`src/rtl/key_debounce.sv`:
```
// Key debouncer: 2-flop synchroniser, FSM glitch filter, clean level plus press/release strobes.
// Defining KEY_LONG_PRESS_EN adds the key_long strobe and its hold-time counter.
module key_debounce #(
    parameter int   CNT_MAX      = 1_000_000,
    parameter logic ACTIVE_LEVEL = 1'b1,
    parameter int   LONG_MAX     = 50_000_000
) (
    input  logic sys_clk,
    input  logic sys_rst_n,
    input  logic key_in,
    output logic key_value,
    output logic key_press,
    output logic key_release
`ifdef KEY_LONG_PRESS_EN
    ,
    output logic key_long
`endif
);

    // state           | meaning
    // ST_IDLE         | released and stable, waiting for the active level
    // ST_PRESS_WAIT   | active level seen, must hold for CNT_MAX cycles
    // ST_PRESSED      | debounced press, waiting for the inactive level
    // ST_RELEASE_WAIT | inactive level seen, must hold for CNT_MAX cycles
    localparam logic [1:0] ST_IDLE         = 2'd0;
    localparam logic [1:0] ST_PRESS_WAIT   = 2'd1;
    localparam logic [1:0] ST_PRESSED      = 2'd2;
    localparam logic [1:0] ST_RELEASE_WAIT = 2'd3;

    localparam int            CW       = $clog2(CNT_MAX + 1);
    localparam logic [CW-1:0] CNT_LAST = CW'(CNT_MAX - 1);

    if (CNT_MAX < 1 || LONG_MAX < 1) begin : g_bad_param
        $error("key_debounce: CNT_MAX and LONG_MAX must be >= 1");
    end

    logic [1:0]    sync_q;
    logic [1:0]    state_q, state_d;
    logic [CW-1:0] cnt_q, cnt_d;
    logic          key_value_q, key_value_d;
    logic          key_press_q, key_press_d;
    logic          key_release_q, key_release_d;
    logic          key_act;

    assign key_act = (sync_q[1] == ACTIVE_LEVEL);

    always_comb begin
        state_d       = state_q;
        cnt_d         = cnt_q;
        key_value_d   = key_value_q;
        key_press_d   = 1'b0;
        key_release_d = 1'b0;
        case (state_q)
            ST_IDLE: begin
                if (key_act) begin
                    state_d = ST_PRESS_WAIT;
                    cnt_d   = '0;
                end
            end
            ST_PRESS_WAIT: begin
                if (!key_act) begin
                    state_d = ST_IDLE;
                    cnt_d   = '0;
                end else if (cnt_q == CNT_LAST) begin
                    state_d     = ST_PRESSED;
                    cnt_d       = '0;
                    key_value_d = 1'b1;
                    key_press_d = 1'b1;
                end else begin
                    cnt_d = cnt_q + CW'(1);
                end
            end
            ST_PRESSED: begin
                if (!key_act) begin
                    state_d = ST_RELEASE_WAIT;
                    cnt_d   = '0;
                end
            end
            ST_RELEASE_WAIT: begin
                if (key_act) begin
                    state_d = ST_PRESSED;
                    cnt_d   = '0;
                end else if (cnt_q == CNT_LAST) begin
                    state_d       = ST_IDLE;
                    cnt_d         = '0;
                    key_value_d   = 1'b0;
                    key_release_d = 1'b1;
                end else begin
                    cnt_d = cnt_q + CW'(1);
                end
            end
            default: begin
                state_d = ST_IDLE;
                cnt_d   = '0;
            end
        endcase
    end

    always_ff @(posedge sys_clk or negedge sys_rst_n) begin
        if (!sys_rst_n) begin
            sync_q        <= {2{~ACTIVE_LEVEL}};
            state_q       <= ST_IDLE;
            cnt_q         <= '0;
            key_value_q   <= 1'b0;
            key_press_q   <= 1'b0;
            key_release_q <= 1'b0;
        end else begin
            sync_q        <= {sync_q[0], key_in};
            state_q       <= state_d;
            cnt_q         <= cnt_d;
            key_value_q   <= key_value_d;
            key_press_q   <= key_press_d;
            key_release_q <= key_release_d;
        end
    end

    assign key_value   = key_value_q;
    assign key_press   = key_press_q;
    assign key_release = key_release_q;

`ifdef KEY_LONG_PRESS_EN
    localparam int            LW        = $clog2(LONG_MAX + 1);
    localparam logic [LW-1:0] LONG_LAST = LW'(LONG_MAX - 1);

    logic [LW-1:0] long_cnt_q, long_cnt_d;
    logic          key_long_q, key_long_d;
    logic          held;
    logic          entry;

    // Entry is the first PRESSED cycle after a debounced press; a bounce back
    // from RELEASE_WAIT belongs to the same press and keeps the count.
    always_comb begin
        held       = (state_q == ST_PRESSED) || (state_q == ST_RELEASE_WAIT);
        entry      = (state_q == ST_PRESSED) && key_press_q;
        long_cnt_d = '0;
        if (held && !entry && !key_release_d) begin
            long_cnt_d = (long_cnt_q == LONG_LAST) ? long_cnt_q : long_cnt_q + LW'(1);
        end
        key_long_d = held && !key_release_d && (long_cnt_d == LONG_LAST)
                     && (entry || (long_cnt_q != LONG_LAST));
    end

    always_ff @(posedge sys_clk or negedge sys_rst_n) begin
        if (!sys_rst_n) begin
            long_cnt_q <= '0;
            key_long_q <= 1'b0;
        end else begin
            long_cnt_q <= long_cnt_d;
            key_long_q <= key_long_d;
        end
    end

    assign key_long = key_long_q;
`endif

endmodule

```
`config.mk`:
```
export PLATFORM = sky130hd
export DESIGN_NAME = key_debounce
export DESIGN_NICKNAME = d
export VERILOG_FILES = /design/src/rtl/key_debounce.sv
export SDC_FILE = /design/constraint.sdc
export NUM_CORES = 1
export LEC_CHECK = 0
export BUFFER_PORTS_ARGS = -buffer_cell sky130_fd_sc_hd__buf_2
export CAP_MARGIN = 20
export CORE_UTILIZATION = 50
export CTS_CLUSTER_DIAMETER = 80
export CTS_CLUSTER_SIZE = 24
export DETAILED_ROUTE_END_ITERATION = 8
export GPL_TIMING_DRIVEN = 0
export PLACE_DENSITY = 0.66
export SYNTH_ARGS = -nofsm -noshare
export SYNTH_HDL_FRONTEND = slang
export SYNTH_SLANG_ARGS = --single-unit
```
`constraint.sdc`:
```
create_clock -name sys_clk -period 4.2 [get_ports sys_clk]
set_input_delay 0.21 -clock sys_clk [delete_from_list [all_inputs] [get_ports sys_clk]]
set_output_delay 0.21 -clock sys_clk [all_outputs]
set_load 0.02 [all_outputs]
```
Word-level counts from Yosys, hierarchy flattened
Cells that the tools add are included.
W data, S select, Z words.
{"block": "word_totals", "wordCells": 47, "reg_bits": 27}
{"block": "classes", "reduce_logical": 5, "muxes": 23, "addsub": 1, "eq_ne": 12}
{"cell": "$mux W20", "n": 5}
{"cell": "$pmux W20 S4", "n": 1}
{"cell": "$add A20 B1 Y20 const B", "n": 1}
{"cell": "$eq A20 B20 Y1 const B", "n": 1}
{"cell": "$mux W2", "n": 6}
{"cell": "$ne A2 B2 Y1 const B", "n": 6}
{"cell": "$mux W1", "n": 9}
{"cell": "$pmux W2 S4", "n": 1}
{"cell": "$ne A3 B3 Y1 const B", "n": 2}
{"cell": "$reduce_and A5 Y1", "n": 1}
{"cell": "$eq A2 B2 Y1 const B", "n": 2}
{"cell": "$reduce_and A4 Y1", "n": 1}
{"cell": "$eq A2 B1 Y1 const B", "n": 1}
{"cell": "$logic_not A2 Y1", "n": 1}
{"cell": "$pmux W1 S2", "n": 1}
{"cell": "$reduce_and A2 Y1", "n": 1}
{"cell": "$reduce_bool A2 Y1", "n": 1}

Logic depth before layout (Yosys ltp)
Gate-level depths: netlist (run 1).
{"block": "depth", "ltp_word": 4, "mapped_depth": 7, "mapped_depth_nobuf": 6}

Worst setup path before layout (run 1)
Ideal clock, no wire load.
{"block": "synth_timing", "kind": "reg2reg", "start": "reg cnt_q[0]", "end": "reg (tool-made name)", "synth_period_minus_slack_ns": 1.748, "path_stages_with_launch": 8, "slack_ns": 2.452, "n_path_buf": 1, "setup_ns": 0.125, "t_arrival_ns": 1.623, "required_time_ns": 4.075, "cell_sequence": "dfrtp_1 -> ha_1 -> inv_1 -> nor3_2 -> a21o_4 -> buf_6 -> nand2_1 -> mux2_2"}
{"item": "from (decl)", "line_no": "39", "rtl": "logic [CW-1:0] cnt_q, cnt_d;"}
{"item": "from (signal assigned)", "line_no": "110", "rtl": "cnt_q <= cnt_d;"}

Final worst setup path (run 1)
{"block": "layout_timing", "start": "reg sync_q[1]", "end": "reg cnt_q[2]"}
{"block": "layout_between", "elab_chain_cells": 2, "elab_cells_between_ends": 6, "cone_classes": "eq/ne: 2; mux: 3; reduce/logical: 1"}
{"item": "from (decl)", "line_no": "37", "rtl": "logic [1:0] sync_q;"}
{"item": "from (signal assigned)", "line_no": "101", "rtl": "sync_q <= {2{~ACTIVE_LEVEL}};"}
{"item": "from (signal assigned)", "line_no": "108", "rtl": "sync_q <= {sync_q[0], key_in};"}
{"item": "$mux W20 (tied with other cells)", "line_no": "80", "rtl": "if (key_act) begin"}
{"item": "$pmux W20 S4 or $reduce_and A2 Y1 (tied branches)"}
Several ways; a longest one is shown, not always the timed one.
A chain may end at the register's enable or synchronous reset.

==> out/qor.txt, run 1 <==
final core utilization -> 59.6%
Cell Area, Synth -> 1420 sq um
Avg Cell Area, Syn -> 9.39 sq um
CTS sink cnt -> 27
clock-pin slew on the worst setup and hold paths -> 0.17 ns
I/O Buffers -> 5
CTS Root Cell -> clkbuf_4
# nets final -> 167
initial antenna violation count -> 0
placed cells -> 186
status -> finished clean
peak supply drop -> 0.298 mV
Seq. cell area -> 676 sq um
worst slew pin tran -> 0.771 ns
# IOs -> 6
worst endpoint required time -> 4.45 ns
area of the multi-input gates -> 686 sq um
Final ANT Viol Nets -> 0
most frequently used flop master after synthesis -> dfrtp_1
WL/cell -> 15.7 um
vias in the first global route -> 1145
final WL -> 3.01 mm
GP Congestion -> 0.796
Post-synth top cells -> dfrtp_1 (27), nand2_1 (15), a21oi_1 (14)
P&R area growth vs syn -> 7.94%
Yosys top cell by area -> dfrtp_1
hold depth -> 0
Slew HR -> 48.4%
TritonCTS Buffers -> 3
Power Density -> 446 nW/um^2
global-route wire length before repair -> 5.05 mm
Max Cap Violations -> 0
Clock Tree Buf Depth -> 2
Critical Path AT -> 2.38 ns
total global routing overflow -> 0
vias per inst -> 6.16
RSZ-0062 raised after global routing -> no
CTS tree -> yes
Core Box Area -> 2570 sq um
# setup viols final -> 0
cells on worst reg2reg path -> 5
# rows -> 18
Max H-tree Level -> 1
nature of the critical path endpoint -> register
Final Hold Vio Count -> 0
cells after synthesis -> 151
layout cells sized above 1 -> 13.0%
most frequent cell after synthesis -> dfrtp_1
period utilization -> 50.7%
Die Area -> 3050 sq um
post-DP HPWL -> 1.98 mm
Yosys reg bits -> 27
FFs w/ async S/R, synth -> 100%
DIE HEIGHT -> 55.2 um
Placed Area -> 1480 sq um
Non-Filler Instances -> 192
fin area -> 1530 sq um
largest net degree at the start of global routing -> 28
Synth area leaders -> dfrtp_1 (48%), a21oi_1 (4.9%), o21ai_0 (4.6%)
All-Layer GR Usage -> 20.7%
Starting Density -> 55.2%
Layout fillers -> 235
fmax -> 469 MHz
# DRC -> 0
min-delay worst type -> reg -> reg
sequential fraction of the synthesis area -> 47.7%
Synth Net Count -> 155
worst-skew pair later-pin latency -> 0.34 ns
Ys Warns -> 0
die extent in x -> 55.2 um
Worst Path Max Fanout -> 10
first drt pass iteration count -> 4
DR iter-0 viols -> 43
TNS Setup -> 0 ns
number of synthesized flops with an enable pin -> 0
Layout Skew -> 0.0150 ns
DR vias -> 1183
synth unique cells -> 37
Leak -> 0.653 nW
startpoint types -> register
post-layout min period -> 2.13 ns
Max Slew Vio Count -> 0
n_diodes -> 0
crit path kind -> reg -> reg
share of the synthesized area in the top cell type -> 47.7%
==> layout by cell type (no fill, tap or decap), types with 3 or more instances in the layout <==
cell type	n
dfrtp_1	27
buf_2	5
and4_1	3
clkbuf_4	3
nor2_1	7
and3_1	3
a21oi_1	14
or3_1	5
nand4_1	6
nand3_1	10
o21ai_0	13
inv_1	6
and2_1	5
a31oi_1	3
nand2_1	15
nor3_1	4
==> worst max-delay path, stage by stage, from the launching register on <==
cell and delay [ns]:
dfrtp_1 0.48, xor2_2 0.22, nor2_1 0.60, clkbuf_1 0.48, o21ai_0 0.17, o31ai_1 0.09
==> per-layer routing <==
layer	part of all wire (%)	GRT usage [%]	wire length (um)
met5	0	0	0
met4	0.60	6.79	18
met1	49	27.8	1460
met3	4.3	2.34	131
met2	46	34.9	1400
==> path summary, 6_finish.rpt <==
kind                            slack [ns]      start        end
worst max-delay path                  2.07  sync_q[1]   cnt_q[2]
worst min-delay path                  0.37  sync_q[0]  sync_q[1]
worst max register to register        2.07  sync_q[1]   cnt_q[2]
worst min register to register        0.37  sync_q[0]  sync_q[1]
max in group asynchronous             3.41  sys_rst_n   cnt_q[7]
min in group asynchronous             0.39  sys_rst_n   cnt_q[8]
==> layout make-up <==
type	count	area share, %
Multi-Input combinational cell	113	44.8
Clock buffer	3	1.47
Sequential cell	27	44.2
Tap cell	30	2.45
Clock inverter	1	0.491
Timing Repair Buffer	7	2.94
Buffer	5	2.21
Inverter	6	1.47
==> stage by stage <==
step	worst slack [ns]	hold WS [ns]	power, mW
final	2.07	0.373	0.682
after global routing	1.97	0.403	0.721
after CTS	2.08	0.375	0.684
after detailed placement	2.16	0.255	0.561
after global placement	2.17	0.246	0.557
after floorplan	2.45	-0.0856	0.490
==> timing repair <==
item / CTS / global route
endpoints found under the setup margin: 0 / 0
gates resized for setup: 0 / 0
buffers inserted: 0 / 0
hold buffers: 2 / 0
endpoints found under the hold margin: 28 / 0
==> power by group <==
| part | total [mW] | switching (mW) | internal [mW] |
|---|---|---|---|
| logic | 0.259 | 0.168 | 0.0909 |
| registers | 0.301 | 0.0204 | 0.281 |
| clock network | 0.122 | 0.0856 | 0.0364 |
| total | 0.682 | 0.274 | 0.408 |
==> kinds of logic (layout without fill, tap and decap cells) <==
| kind of cell | Yosys count | in the layout | share of synthesized area [%] |
|---|---|---|---|
| fa+ha+maj | 1 | 1 | 0.882 |
| simple gates | 66 | 66 | 26.0 |
| xor+xnor | 3 | 3 | 2.38 |
| mux | 3 | 3 | 2.21 |
| flops | 27 | 27 | 47.7 |
| buf+inv | 11 | 22 | 3.97 |
| compound gates | 40 | 40 | 16.9 |
==> state kept, by name, summed over array words and instances, names as in the netlist, named ones only <==
| register | count |
|---|---|
| cnt_q | 20 |
| key_press | 1 |
| key_release | 1 |
| key_value | 1 |
| state_q | 1 |
| sync_q | 2 |
No activity file was read; power rests on OpenSTA's default activity.
==> inputs of run 2 (changes only) <==
clock period = 2.1 ns   (was 4.2 ns; I/O delays follow)
==> run 2 against run 1 <==
  * Clock skew fell by 0.0011 ns
  * Die area unchanged
  * Critical path depth up 2
  * Critical path type unchanged
  * Combinational power up 110%
  * Sequential cell count is the same
  * Total power up 100%
  * Largest cell class unchanged
==> out/qor.txt, run 2 (synthesized netlist as in run 1, its figures left out) <==
WL/cell -> 15.7 um (unchanged)
Max Slew Vio Count -> 0 (unchanged)
post-layout min period -> 1.95 ns (-0.177 ns)
Clock Tree Buf Depth -> 2 (unchanged)
layout cells sized above 1 -> 13.6% (+0.62 points)
total global routing overflow -> 0 (unchanged)
global-route wire length before repair -> 5.06 mm (+0.28%)
RSZ-0062 raised after global routing -> no
Critical Path AT -> 2.21 ns (-0.17 ns)
CTS sink cnt -> 27 (unchanged)
max reg flops -> 20 (unchanged)
vias per inst -> 6.16 (about the same)
post-DP HPWL -> 1.98 mm (unchanged)
min-delay worst type -> in -> async
# IOs -> 6 (unchanged)
sw power -> 0.557 mW (+100%)
Power Density -> 891 nW/um^2 (+100%)
worst slew pin tran -> 0.607 ns (-0.165 ns)
Starting Density -> 55.2% (unchanged)
post-route setup slack -> 0.145 ns (-1.92 ns)
vias in the first global route -> 1143 (-0.17%)
Die Area -> 3050 sq um (unchanged)
setup bufs post-CTS -> 0 (unchanged)
Layout Skew -> 0.0139 ns (-0.00108 ns)
Core Box Area -> 2570 sq um (unchanged)
I/O Buffers -> 5 (unchanged)
Final Hold Vio Count -> 0 (unchanged)
final WL -> 3.01 mm (unchanged)
nature of the critical path endpoint -> register
All-Layer GR Usage -> 20.8% (+0.050 points)
P_int -> 0.822 mW (+100%)
first drt pass iteration count -> 4 (unchanged)
Leak -> 0.654 nW (+0.20%)
crit path kind -> reg -> reg
GP Congestion -> 0.796 (unchanged)
Reg with most FFs -> cnt_q
Worst Path Max Fanout -> 10 (unchanged)
CTS tree -> yes
commonest non-fill, non-tap cell in the layout -> dfrtp_1
Final ANT Viol Nets -> 0 (unchanged)
DIE HEIGHT -> 55.2 um (unchanged)
fmax -> 512 MHz (+9.0%)
largest net degree at the start of global routing -> 28 (unchanged)
most frequent cells in the layout -> dfrtp_1 (27), nand2_1 (15), a21oi_1 (14), o21ai_0 (13), nand3_1 (10)
sw frac -> 40.4% (+0.20 points)
startpoint types -> register
peak supply drop -> 0.611 mV (+110%)
CTS Root Cell -> clkbuf_4
die extent in x -> 55.2 um (unchanged)
Max H-tree Level -> 1 (unchanged)
dpl ws -> 0.0559 ns (-2.10 ns)
Layout fillers -> 232 (-1.3%)
Comb pwr share -> 38.7% (+0.7 points)
# rows -> 18 (unchanged)
clock-pin slew on the worst setup and hold paths -> 0.17 ns (about the same)
worst-skew pair later-pin latency -> 0.34 ns (about the same)
sequential share of power -> 43.7% (-0.4 points)
n_diodes -> 0 (unchanged)
# nets final -> 167 (unchanged)
# DRC -> 0 (unchanged)
# setup viols final -> 0 (unchanged)
DR vias -> 1182 (-0.085%)
Regs by FF count -> cnt_q (20), sync_q (2)
TNS Setup -> 0 ns (unchanged)
worst endpoint required time -> 2.35 ns (-2.10 ns)
Clk pwr share -> 17.7% (-0.2 points)
TritonCTS Buffers -> 3 (unchanged)
DR iter-0 viols -> 33 (-23%)
P&R area growth vs syn -> 9.09%
Slew HR -> 59.6% (+11 points)
Max Cap Violations -> 0 (unchanged)
initial antenna violation count -> 0 (unchanged)
status -> finished clean
period utilization -> 93.1% (+42 points)
-- run 2: cell count changes in the layout (fill, tap and decap cells not counted) --
cell	change
a21oi_2	-1
a21oi_4	+1
nor2_1	-1
nor2_2	+1
nor3_2	-1
nor3_4	+1
-- run 2: repair_timing --
action	CTS	global route
gates resized for setup	1	2
hold buffers	2	0
hold endpoints to repair	28	0
endpoints found under the setup margin	1	10
gates cloned	0	0
pin swaps	0	0
-- run 2: worst paths after layout --
path                                 from  slack (ns)  cells after the start   endpoint
worst max-delay path             cnt_q[0]        0.15                      7   register
worst min-delay path            sys_rst_n        0.28                      2   cnt_q[8]
worst max register to register   cnt_q[0]        0.15                      7   register
worst min register to register  sync_q[0]        0.37                      0  sync_q[1]
max in group asynchronous       sys_rst_n        1.42                      2   cnt_q[7]
min in group sys_clk            sync_q[0]        0.37                      0  sync_q[1]
-- run 2: final cells by class --
type                       instances  area [sq um]  area share, %
buffer                             5          33.8           2.18
clock buffer                       3          22.5           1.46
clock inverter                     1          7.51          0.485
inverter                           6          22.5           1.46
multi-input combinational        113           702           45.4
sequential                        27           676           43.7
tap                               30          37.5           2.43
timing repair buffer               7          45.0           2.91
-- run 2: worst max-delay path, stage by stage, from the launching register on --
cell,delay [ns]
dfrtp_1,0.44
ha_1,0.27
inv_1,0.14
nor3_4,0.35
a21o_4,0.19
buf_6,0.14
nand2_1,0.06
mux2_2,0.28
-- run 2: power by group through the flow --
stage | Sequential (mW) | Combinational (mW) | Clock [mW]
floorplan | 0.602 | 0.377 | 0
global placement | 0.608 | 0.505 | 0
detailed placement | 0.610 | 0.512 | 0
CTS | 0.600 | 0.522 | 0.250
global route | 0.609 | 0.583 | 0.264
finish | 0.602 | 0.533 | 0.244
-- run 2: per-layer routing --
| metal | share of wire (%) | up-vias | GRT usage, % |
|---|---|---|---|
| met5 | 0 | - | 0 |
| met4 | 0.46 | 0 | 6.79 |
| met3 | 3.6 | 2 | 2.34 |
| met2 | 47 | 36 | 34.9 |
| met1 | 49 | 575 | 28.0 |
| li1 | - | 569 | - |
-- run 2: per-stage QoR --
stage | power [mW] | instance area, sq um | hold slack [ns] | utilization [%] | cells
floorplan | 0.979 | 1420 | -0.191 | - | 151
global placement | 1.11 | 1480 | 0.141 | 57.7 | 186
detailed placement | 1.12 | 1480 | 0.150 | 57.7 | 186
CTS | 1.37 | 1530 | 0.301 | 59.7 | 192
global route | 1.46 | 1550 | 0.322 | 60.2 | 192
finish | 1.38 | 1550 | 0.280 | 60.2 | 192
